## src/rtl/alarm_unit_if.sv

```systemverilog
// Alarm unit bus: BCD time from clock_unit, alarm programming/controls, status back.
interface alarm_unit_if;
    logic [3:0] cur_sec_o, cur_sec_t, cur_min_o, cur_min_t, cur_hr_o, cur_hr_t;
    logic [3:0] al_min_i_o, al_min_i_t, al_hr_i_o, al_hr_i_t;
    logic       al_load, al_en, snooze, stop;
    logic [3:0] al_min_o, al_min_t, al_hr_o, al_hr_t;
    logic       alarm, snoozing, al_err;

    modport master (
        output cur_sec_o, cur_sec_t, cur_min_o, cur_min_t, cur_hr_o, cur_hr_t,
        output al_min_i_o, al_min_i_t, al_hr_i_o, al_hr_i_t,
        output al_load, al_en, snooze, stop,
        input  al_min_o, al_min_t, al_hr_o, al_hr_t,
        input  alarm, snoozing, al_err
    );

    modport slave (
        input  cur_sec_o, cur_sec_t, cur_min_o, cur_min_t, cur_hr_o, cur_hr_t,
        input  al_min_i_o, al_min_i_t, al_hr_i_o, al_hr_i_t,
        input  al_load, al_en, snooze, stop,
        output al_min_o, al_min_t, al_hr_o, al_hr_t,
        output alarm, snoozing, al_err
    );
endinterface

```

## src/rtl/alarm_unit.sv

```systemverilog
// HH:MM alarm with ring timeout and snooze, ticked by changes of clock_unit's seconds digit.
// Optional snooze limit enabled by defining ALARM_SNOOZE_LIMIT_EN.
module alarm_unit #(
    parameter int SNOOZE_SEC = 300,
    parameter int RING_SEC   = 60,
    parameter int MAX_SNOOZE = 3
) (
    input  logic        clk,
    input  logic        rst_n,
    alarm_unit_if.slave bus
);
    localparam int SW = $clog2(SNOOZE_SEC + 1);
    localparam int RW = $clog2(RING_SEC + 1);

    typedef enum logic [1:0] {IDLE, RING, SNOOZE} state_t;

    state_t        state;
    logic [SW-1:0] snz_cnt;
    logic [RW-1:0] ring_cnt;
    logic [3:0]    prev_sec;
    logic          tick_valid;
    logic [3:0]    al_mo, al_mt, al_ho, al_ht;
    logic          alarm_q, snoozing_q, al_err_q;
    logic          tick, match, load_ok, snz_allow;

    assign bus.al_min_o = al_mo;
    assign bus.al_min_t = al_mt;
    assign bus.al_hr_o  = al_ho;
    assign bus.al_hr_t  = al_ht;
    assign bus.alarm    = alarm_q;
    assign bus.snoozing = snoozing_q;
    assign bus.al_err   = al_err_q;

    assign tick  = tick_valid && (bus.cur_sec_o != prev_sec);
    assign match = tick && bus.cur_sec_t == 4'd0 && bus.cur_sec_o == 4'd0 &&
                   bus.cur_min_t == al_mt && bus.cur_min_o == al_mo &&
                   bus.cur_hr_t == al_ht && bus.cur_hr_o == al_ho;

    // Hour limit 23: tens 0/1 take any ones digit, tens 2 only 0..3.
    assign load_ok = (bus.al_min_i_o <= 4'd9) && (bus.al_min_i_t <= 4'd5) &&
                     (bus.al_hr_i_o <= 4'd9) &&
                     ((bus.al_hr_i_t < 4'd2) || (bus.al_hr_i_t == 4'd2 && bus.al_hr_i_o <= 4'd3));

`ifdef ALARM_SNOOZE_LIMIT_EN
    localparam int NW = (MAX_SNOOZE > 0) ? $clog2(MAX_SNOOZE + 1) : 1;
    logic [NW-1:0] snz_num;

    assign snz_allow = (snz_num != NW'(MAX_SNOOZE));

    // Count is held at zero while idle, so every ring episode starts fresh.
    always_ff @(posedge clk) begin
        if (!rst_n || state == IDLE)
            snz_num <= '0;
        else if (state == RING && bus.al_en && !bus.stop && bus.snooze && snz_allow)
            snz_num <= snz_num + 1'b1;
    end
`else
    logic unused_cfg;
    assign unused_cfg = |MAX_SNOOZE;
    assign snz_allow  = 1'b1;
`endif

    always_ff @(posedge clk) begin
        if (!rst_n) begin
            prev_sec   <= 4'd0;
            tick_valid <= 1'b0;
        end else begin
            prev_sec   <= bus.cur_sec_o;
            tick_valid <= 1'b1;
        end
    end

    always_ff @(posedge clk) begin
        if (!rst_n) begin
            {al_ht, al_ho, al_mt, al_mo} <= '0;
            al_err_q <= 1'b0;
        end else begin
            al_err_q <= bus.al_load && !load_ok;
            if (bus.al_load && load_ok) begin
                al_ht <= bus.al_hr_i_t;
                al_ho <= bus.al_hr_i_o;
                al_mt <= bus.al_min_i_t;
                al_mo <= bus.al_min_i_o;
            end
        end
    end

    always_ff @(posedge clk) begin
        if (!rst_n) begin
            state      <= IDLE;
            ring_cnt   <= '0;
            snz_cnt    <= '0;
            alarm_q    <= 1'b0;
            snoozing_q <= 1'b0;
        end else if (!bus.al_en) begin
            state      <= IDLE;
            alarm_q    <= 1'b0;
            snoozing_q <= 1'b0;
        end else begin
            case (state)
                IDLE: begin
                    if (match) begin
                        state    <= RING;
                        ring_cnt <= '0;
                        alarm_q  <= 1'b1;
                    end
                end
                RING: begin
                    if (bus.stop) begin
                        state   <= IDLE;
                        alarm_q <= 1'b0;
                    end else if (bus.snooze && snz_allow) begin
                        state      <= SNOOZE;
                        snz_cnt    <= SW'(SNOOZE_SEC);
                        alarm_q    <= 1'b0;
                        snoozing_q <= 1'b1;
                    end else if (tick) begin
                        if (ring_cnt == RW'(RING_SEC - 1)) begin
                            state   <= IDLE;
                            alarm_q <= 1'b0;
                        end else begin
                            ring_cnt <= ring_cnt + 1'b1;
                        end
                    end
                end
                SNOOZE: begin
                    if (bus.stop) begin
                        state      <= IDLE;
                        snoozing_q <= 1'b0;
                    end else if (tick) begin
                        if (snz_cnt == SW'(1)) begin
                            state      <= RING;
                            ring_cnt   <= '0;
                            alarm_q    <= 1'b1;
                            snoozing_q <= 1'b0;
                        end else begin
                            snz_cnt <= snz_cnt - 1'b1;
                        end
                    end
                end
                default: begin
                    state      <= IDLE;
                    alarm_q    <= 1'b0;
                    snoozing_q <= 1'b0;
                end
            endcase
        end
    end
endmodule

```

## src/flat_wrapper.sv

```systemverilog
// flat-port wrapper written by rule: the top's interface ports become plain ports
module alarm_unit_flat 
#(
    parameter int SNOOZE_SEC = 300,
    parameter int RING_SEC   = 60,
    parameter int MAX_SNOOZE = 3
)
  (clk, rst_n, bus_cur_sec_o, bus_cur_sec_t, bus_cur_min_o, bus_cur_min_t, bus_cur_hr_o, bus_cur_hr_t, bus_al_min_i_o, bus_al_min_i_t, bus_al_hr_i_o, bus_al_hr_i_t, bus_al_load, bus_al_en, bus_snooze, bus_stop, bus_al_min_o, bus_al_min_t, bus_al_hr_o, bus_al_hr_t, bus_alarm, bus_snoozing, bus_al_err);
  alarm_unit_if bus_i ();
  input  logic clk;
  input  logic rst_n;
  input wire logic [$bits(bus_i.cur_sec_o)-1:0] bus_cur_sec_o;
  input wire logic [$bits(bus_i.cur_sec_t)-1:0] bus_cur_sec_t;
  input wire logic [$bits(bus_i.cur_min_o)-1:0] bus_cur_min_o;
  input wire logic [$bits(bus_i.cur_min_t)-1:0] bus_cur_min_t;
  input wire logic [$bits(bus_i.cur_hr_o)-1:0] bus_cur_hr_o;
  input wire logic [$bits(bus_i.cur_hr_t)-1:0] bus_cur_hr_t;
  input wire logic [$bits(bus_i.al_min_i_o)-1:0] bus_al_min_i_o;
  input wire logic [$bits(bus_i.al_min_i_t)-1:0] bus_al_min_i_t;
  input wire logic [$bits(bus_i.al_hr_i_o)-1:0] bus_al_hr_i_o;
  input wire logic [$bits(bus_i.al_hr_i_t)-1:0] bus_al_hr_i_t;
  input wire logic [$bits(bus_i.al_load)-1:0] bus_al_load;
  input wire logic [$bits(bus_i.al_en)-1:0] bus_al_en;
  input wire logic [$bits(bus_i.snooze)-1:0] bus_snooze;
  input wire logic [$bits(bus_i.stop)-1:0] bus_stop;
  output wire logic [$bits(bus_i.al_min_o)-1:0] bus_al_min_o;
  output wire logic [$bits(bus_i.al_min_t)-1:0] bus_al_min_t;
  output wire logic [$bits(bus_i.al_hr_o)-1:0] bus_al_hr_o;
  output wire logic [$bits(bus_i.al_hr_t)-1:0] bus_al_hr_t;
  output wire logic [$bits(bus_i.alarm)-1:0] bus_alarm;
  output wire logic [$bits(bus_i.snoozing)-1:0] bus_snoozing;
  output wire logic [$bits(bus_i.al_err)-1:0] bus_al_err;
  assign bus_i.cur_sec_o = bus_cur_sec_o;
  assign bus_i.cur_sec_t = bus_cur_sec_t;
  assign bus_i.cur_min_o = bus_cur_min_o;
  assign bus_i.cur_min_t = bus_cur_min_t;
  assign bus_i.cur_hr_o = bus_cur_hr_o;
  assign bus_i.cur_hr_t = bus_cur_hr_t;
  assign bus_i.al_min_i_o = bus_al_min_i_o;
  assign bus_i.al_min_i_t = bus_al_min_i_t;
  assign bus_i.al_hr_i_o = bus_al_hr_i_o;
  assign bus_i.al_hr_i_t = bus_al_hr_i_t;
  assign bus_i.al_load = bus_al_load;
  assign bus_i.al_en = bus_al_en;
  assign bus_i.snooze = bus_snooze;
  assign bus_i.stop = bus_stop;
  assign bus_al_min_o = bus_i.al_min_o;
  assign bus_al_min_t = bus_i.al_min_t;
  assign bus_al_hr_o = bus_i.al_hr_o;
  assign bus_al_hr_t = bus_i.al_hr_t;
  assign bus_alarm = bus_i.alarm;
  assign bus_snoozing = bus_i.snoozing;
  assign bus_al_err = bus_i.al_err;
  alarm_unit #(.SNOOZE_SEC(SNOOZE_SEC), .RING_SEC(RING_SEC), .MAX_SNOOZE(MAX_SNOOZE)) u_core (.clk(clk), .rst_n(rst_n), .bus(bus_i));
endmodule
```

## config.mk

```make
export PLATFORM = sky130hd
export DESIGN_NAME = alarm_unit_flat
export DESIGN_NICKNAME = d
export VERILOG_FILES = /design/src/rtl/alarm_unit_if.sv /design/src/rtl/alarm_unit.sv /design/src/flat_wrapper.sv
export SDC_FILE = /design/constraint.sdc
export NUM_CORES = 1
export LEC_CHECK = 0
export ABC_AREA = 1
export CAP_MARGIN = 30
export CORE_ASPECT_RATIO = 1.4
export CORE_MARGIN = 8
export CORE_UTILIZATION = 43
export CTS_CLUSTER_DIAMETER = 200
export DETAILED_ROUTE_END_ITERATION = 16
export GPL_TIMING_DRIVEN = 0
export MAX_ROUTING_LAYER = met4
export PLACE_DENSITY = 0.76
export RECOVER_POWER = 50
export REMOVE_ABC_BUFFERS = 1
export SYNTH_ARGS = -nofsm -noshare
export SYNTH_HDL_FRONTEND = slang
export SYNTH_SLANG_ARGS = --single-unit
```

## constraint.sdc

```tcl
create_clock -name clk -period 1.6 [get_ports clk]
set_input_delay 0.16 -clock clk [delete_from_list [all_inputs] [get_ports clk]]
set_output_delay 0.16 -clock clk [all_outputs]
set_load 0.01 [all_outputs]
```

==> metrics.csv <==
metric,value,unit
status,completed,
place_area,0.00301,mm^2
insertion_delay,0.30,ns
cp.required,1.80,ns
power_leakage,1.49,nW
crit_chain,inv_2 -> nand2_2 -> nor2_4 -> nand4_1 -> nand2_2 -> nand3_4 -> nor2_4 -> nand3_2 -> nand2_2 -> nor2_1,
met2_usage,28.8,%
min_to,u_core.prev_sec[2]$_SDFF_PN0_,
design_area,0.00332,mm^2
slew_viol_final,0,
yosysWarnings,0,
end_kind,flop,
grt_pass1_wl,10600,um
combinationalPowerShare,13.4,%
drtPass1Iterations,5,
period_needed,1.57,ns
start_util,44.6,%
place_inst,476,
path_class,flop to flop,
synth_area_per_cell,6.54,um^2
reg2regPathDepth,10,
met3_usage,5.58,%
clockBufferDepth,2,
powerDensity,606,mW/mm^2
hp-start,bus_cur_sec_o[2],
cts_tree,yes,
drt-wirelength-per-cell,13.2,um
grt_overflow,0,
drc_errors,0,
vias_per_cell,5.11,
p_int,0.00152,W
drv_cap,0,
ys_seq_area_share,35.7,%
rows,31,
utilization,64.3,%
path_buf_inv,1,
grt_pass1_vias,2483,
switching_share,24.2,%
skew,0.00689,ns
cp_common_cell,nand2_2,
max_stage_delay,0.34,ns
rsz0062_at_grt,true,
routabilityCongestion,0.872,
ant_nets,0,
fmax,639,MHz
areaGrowthSynthToFinish,44.0,%
crit_family,simple AND/OR/NAND/NOR gates,
core_area,0.00516,mm^2
post-route-period-util,97.8,%
worstMarginPinSlew,0.527,ns
seqPwrFrac,51.4,%
syn_inst,352,
clock_power_share,35.2,%
grt_max_degree,25,
fill_cells,472,
syn-cell-area,0.00230,mm^2
vias,2505,
ys_seq_elements,41,
yosys.cell_types.count,34,
rrSetupSlack,0.03,ns
fp.dieW,77.8,um
vdd_drop_max,0.000485,V
grt_usage,16.5,%
die_area,0.00798,mm^2
fin_hold_ws,0.108,ns
numCtsBuffers,5,
io_buffers,64,
num_io_pins,65,
nets,473,
tns,0,ns
path_max_fanout,6,
clkSlewWorstSetupHoldPaths,0.08,ns
crit_slowest_cell,dfxtp_2,
htree_levels,2,
p_sw,0.000486,W
hold_class,primary input to flop,
met1_usage,17.0,%
die_height,103,um
diodes,0,
crit_arrival,1.76,ns
finalSetupViolCount,0,
fin_cells,490,
busiest_layer,met2,
hold_depth,3,
cp-start-kind,flop,
antenna_found_initial,0,
maxSlewHeadroom,64.7,%
drive_above_1_share,16.5,%
clock_sinks,41,
hpwl,4550,um
clock-root-buffer,clkbuf_8,
rr_endpoint,u_core.ring_cnt[5]$_SDFFE_PN0P_,
rr_startpoint,u_core.snz_cnt[5]$_SDFFE_PN0P_,
hold_viol,0,
drt-initial-drc-count,100,
wirelength,6450,um
[cell families after synthesis]
kind of cell,after synthesis,synth area share [%]
buffers and inverters,51,9.24
XOR/XNOR,13,4.95
flip-flops,41,35.7
AO/OA/AOI/OAI,52,12.5
AND/OR/NAND/NOR,192,36.0
adder cells (fa/ha/maj),3,1.63
[final cells by class]
| type | instances | area, um^2 | area share (%) |
|---|---|---|---|
| clock buffer | 7 | 86.3 | 2.60 |
| inverter | 44 | 175 | 5.28 |
| multi-input combinational | 262 | 1420 | 42.8 |
| sequential | 41 | 838 | 25.3 |
| tap | 66 | 82.6 | 2.49 |
| timing repair buffer | 70 | 713 | 21.5 |
[registers in the layout, summed over array words and instances (netlist names), 2 cells and up]
| name | count |
|---|---|
| u_core.state | 2 |
| u_core.bus.al_min_o | 4 |
| u_core.prev_sec | 4 |
| u_core.bus.al_min_t | 4 |
| u_core.bus.al_hr_o | 4 |
| u_core.snz_cnt | 9 |
| u_core.ring_cnt | 6 |
| u_core.bus.al_hr_t | 4 |
[routing by layer]
metal / vias to the layer above / share of wire, %
met1: 1152 / 42
met3: 10 / 7.2
met4: 0 / 1.8
li1: 1262 / -
met2: 81 / 49
met5: - / 0
[tightest hold or removal path: cells and delay by family]
kind | cells | cell delay (ns)
simple gates | 1 | 0.06
buf+inv | 2 | 0.16
[per-stage QoR]
step | power [W] | worst slack, ns
after CTS | 0.00201 | 0.0164
after global routing | 0.00210 | -0.0826
after detailed placement | 0.00132 | -0.494
after floorplan | 0.00115 | 0.152
final | 0.00201 | 0.0348
after global placement | 0.00131 | -0.633
[timing repair]
action                                  CTS  global route
gates resized for setup                   8            47
pin swaps                                 2            21
buffers inserted                          1             4
cloned                                    1             1
endpoints found under the setup margin   22            23
hold buffers                              0             0
[cell usage after synthesis]
cell type / instances / area share [%]
buf_6: 1 / 0.49
nand2_1: 87 / 14
nand2_4: 1 / 0.49
clkbuf_1: 3 / 0.49
dfxtp_1: 41 / 36
or2_2: 4 / 1.1
o21a_1: 1 / 0.33
ha_1: 3 / 1.6
nand4_1: 6 / 1.6
nand3_2: 2 / 0.87
or2_1: 1 / 0.27
and3_1: 1 / 0.27
xnor2_1: 7 / 2.7
nor2_4: 2 / 0.98
clkinv_4: 1 / 0.38
nor2_2: 1 / 0.27
inv_1: 38 / 6.2
nand2_2: 5 / 1.4
nand3_1: 22 / 4.8
xor2_1: 6 / 2.3
a21oi_1: 22 / 4.8
o32ai_1: 1 / 0.38
o22ai_1: 1 / 0.27
buf_2: 2 / 0.43
o31ai_1: 1 / 0.33
inv_2: 3 / 0.49
nor2_1: 59 / 9.6
a21oi_2: 4 / 1.5
o21ai_0: 21 / 4.6
clkinv_1: 1 / 0.16
nor3_1: 1 / 0.22
buf_4: 1 / 0.33
inv_4: 1 / 0.27
a21o_1: 1 / 0.33
[placed cells by master, fill, tap and decap left out, types with 2 or more instances in the layout]
master / netlist / routed
a21oi_1: 22 / 22
a21oi_2: 4 / 3
buf_4: 1 / 5
clkbuf_8: 0 / 6
clkdlybuf4s50_1: 0 / 45
dfxtp_1: 41 / 33
dfxtp_2: 0 / 5
dfxtp_4: 0 / 3
dlygate4sd3_1: 0 / 16
dlymetal6s2s_1: 0 / 3
ha_1: 3 / 2
inv_1: 38 / 35
inv_2: 3 / 5
inv_4: 1 / 2
nand2_1: 87 / 80
nand2_2: 5 / 7
nand2_4: 1 / 7
nand3_1: 22 / 17
nand3_2: 2 / 6
nand4_1: 6 / 6
nor2_1: 59 / 52
nor2_2: 1 / 5
nor2_4: 2 / 6
o21ai_0: 21 / 18
o21ai_1: 0 / 3
or2_2: 4 / 4
xnor2_1: 7 / 7
xor2_1: 6 / 6
[power groups by stage]
stage | logic (W) | registers [W] | clock network (W)
2_1_floorplan | 0.0000849 | 0.00106 | 0
3_3_place_gp | 0.000244 | 0.00106 | 0
3_5_place_dp | 0.000256 | 0.00106 | 0
4_1_cts | 0.000262 | 0.00104 | 0.000712
5_1_grt | 0.000297 | 0.00103 | 0.000769
6_report | 0.000269 | 0.00103 | 0.000709
[how the worst max path moves through the flow]
stage                                             startpoint  depth (start not counted)                         endpoint  slack [ns]
after global routing          u_core.snz_cnt[4]$_SDFFE_PN0P_                         10  u_core.ring_cnt[5]$_SDFFE_PN0P_       -0.08
after detailed placement                    bus_cur_sec_o[0]                         13  u_core.ring_cnt[4]$_SDFFE_PN0P_       -0.49
after floorplan           u_core.bus.al_hr_t[0]$_SDFFE_PN0P_                         13  u_core.ring_cnt[0]$_SDFFE_PN0P_        0.15
final                         u_core.snz_cnt[5]$_SDFFE_PN0P_                         10  u_core.ring_cnt[5]$_SDFFE_PN0P_        0.03
after global placement                                 rst_n                          3   u_core.snz_cnt[2]$_SDFFE_PN0P_       -0.63
after CTS                       u_core.state[0]$_SDFFE_PN0P_                         11  u_core.ring_cnt[4]$_SDFFE_PN0P_        0.02
Note: power is estimated with default switching activity, not from simulation.
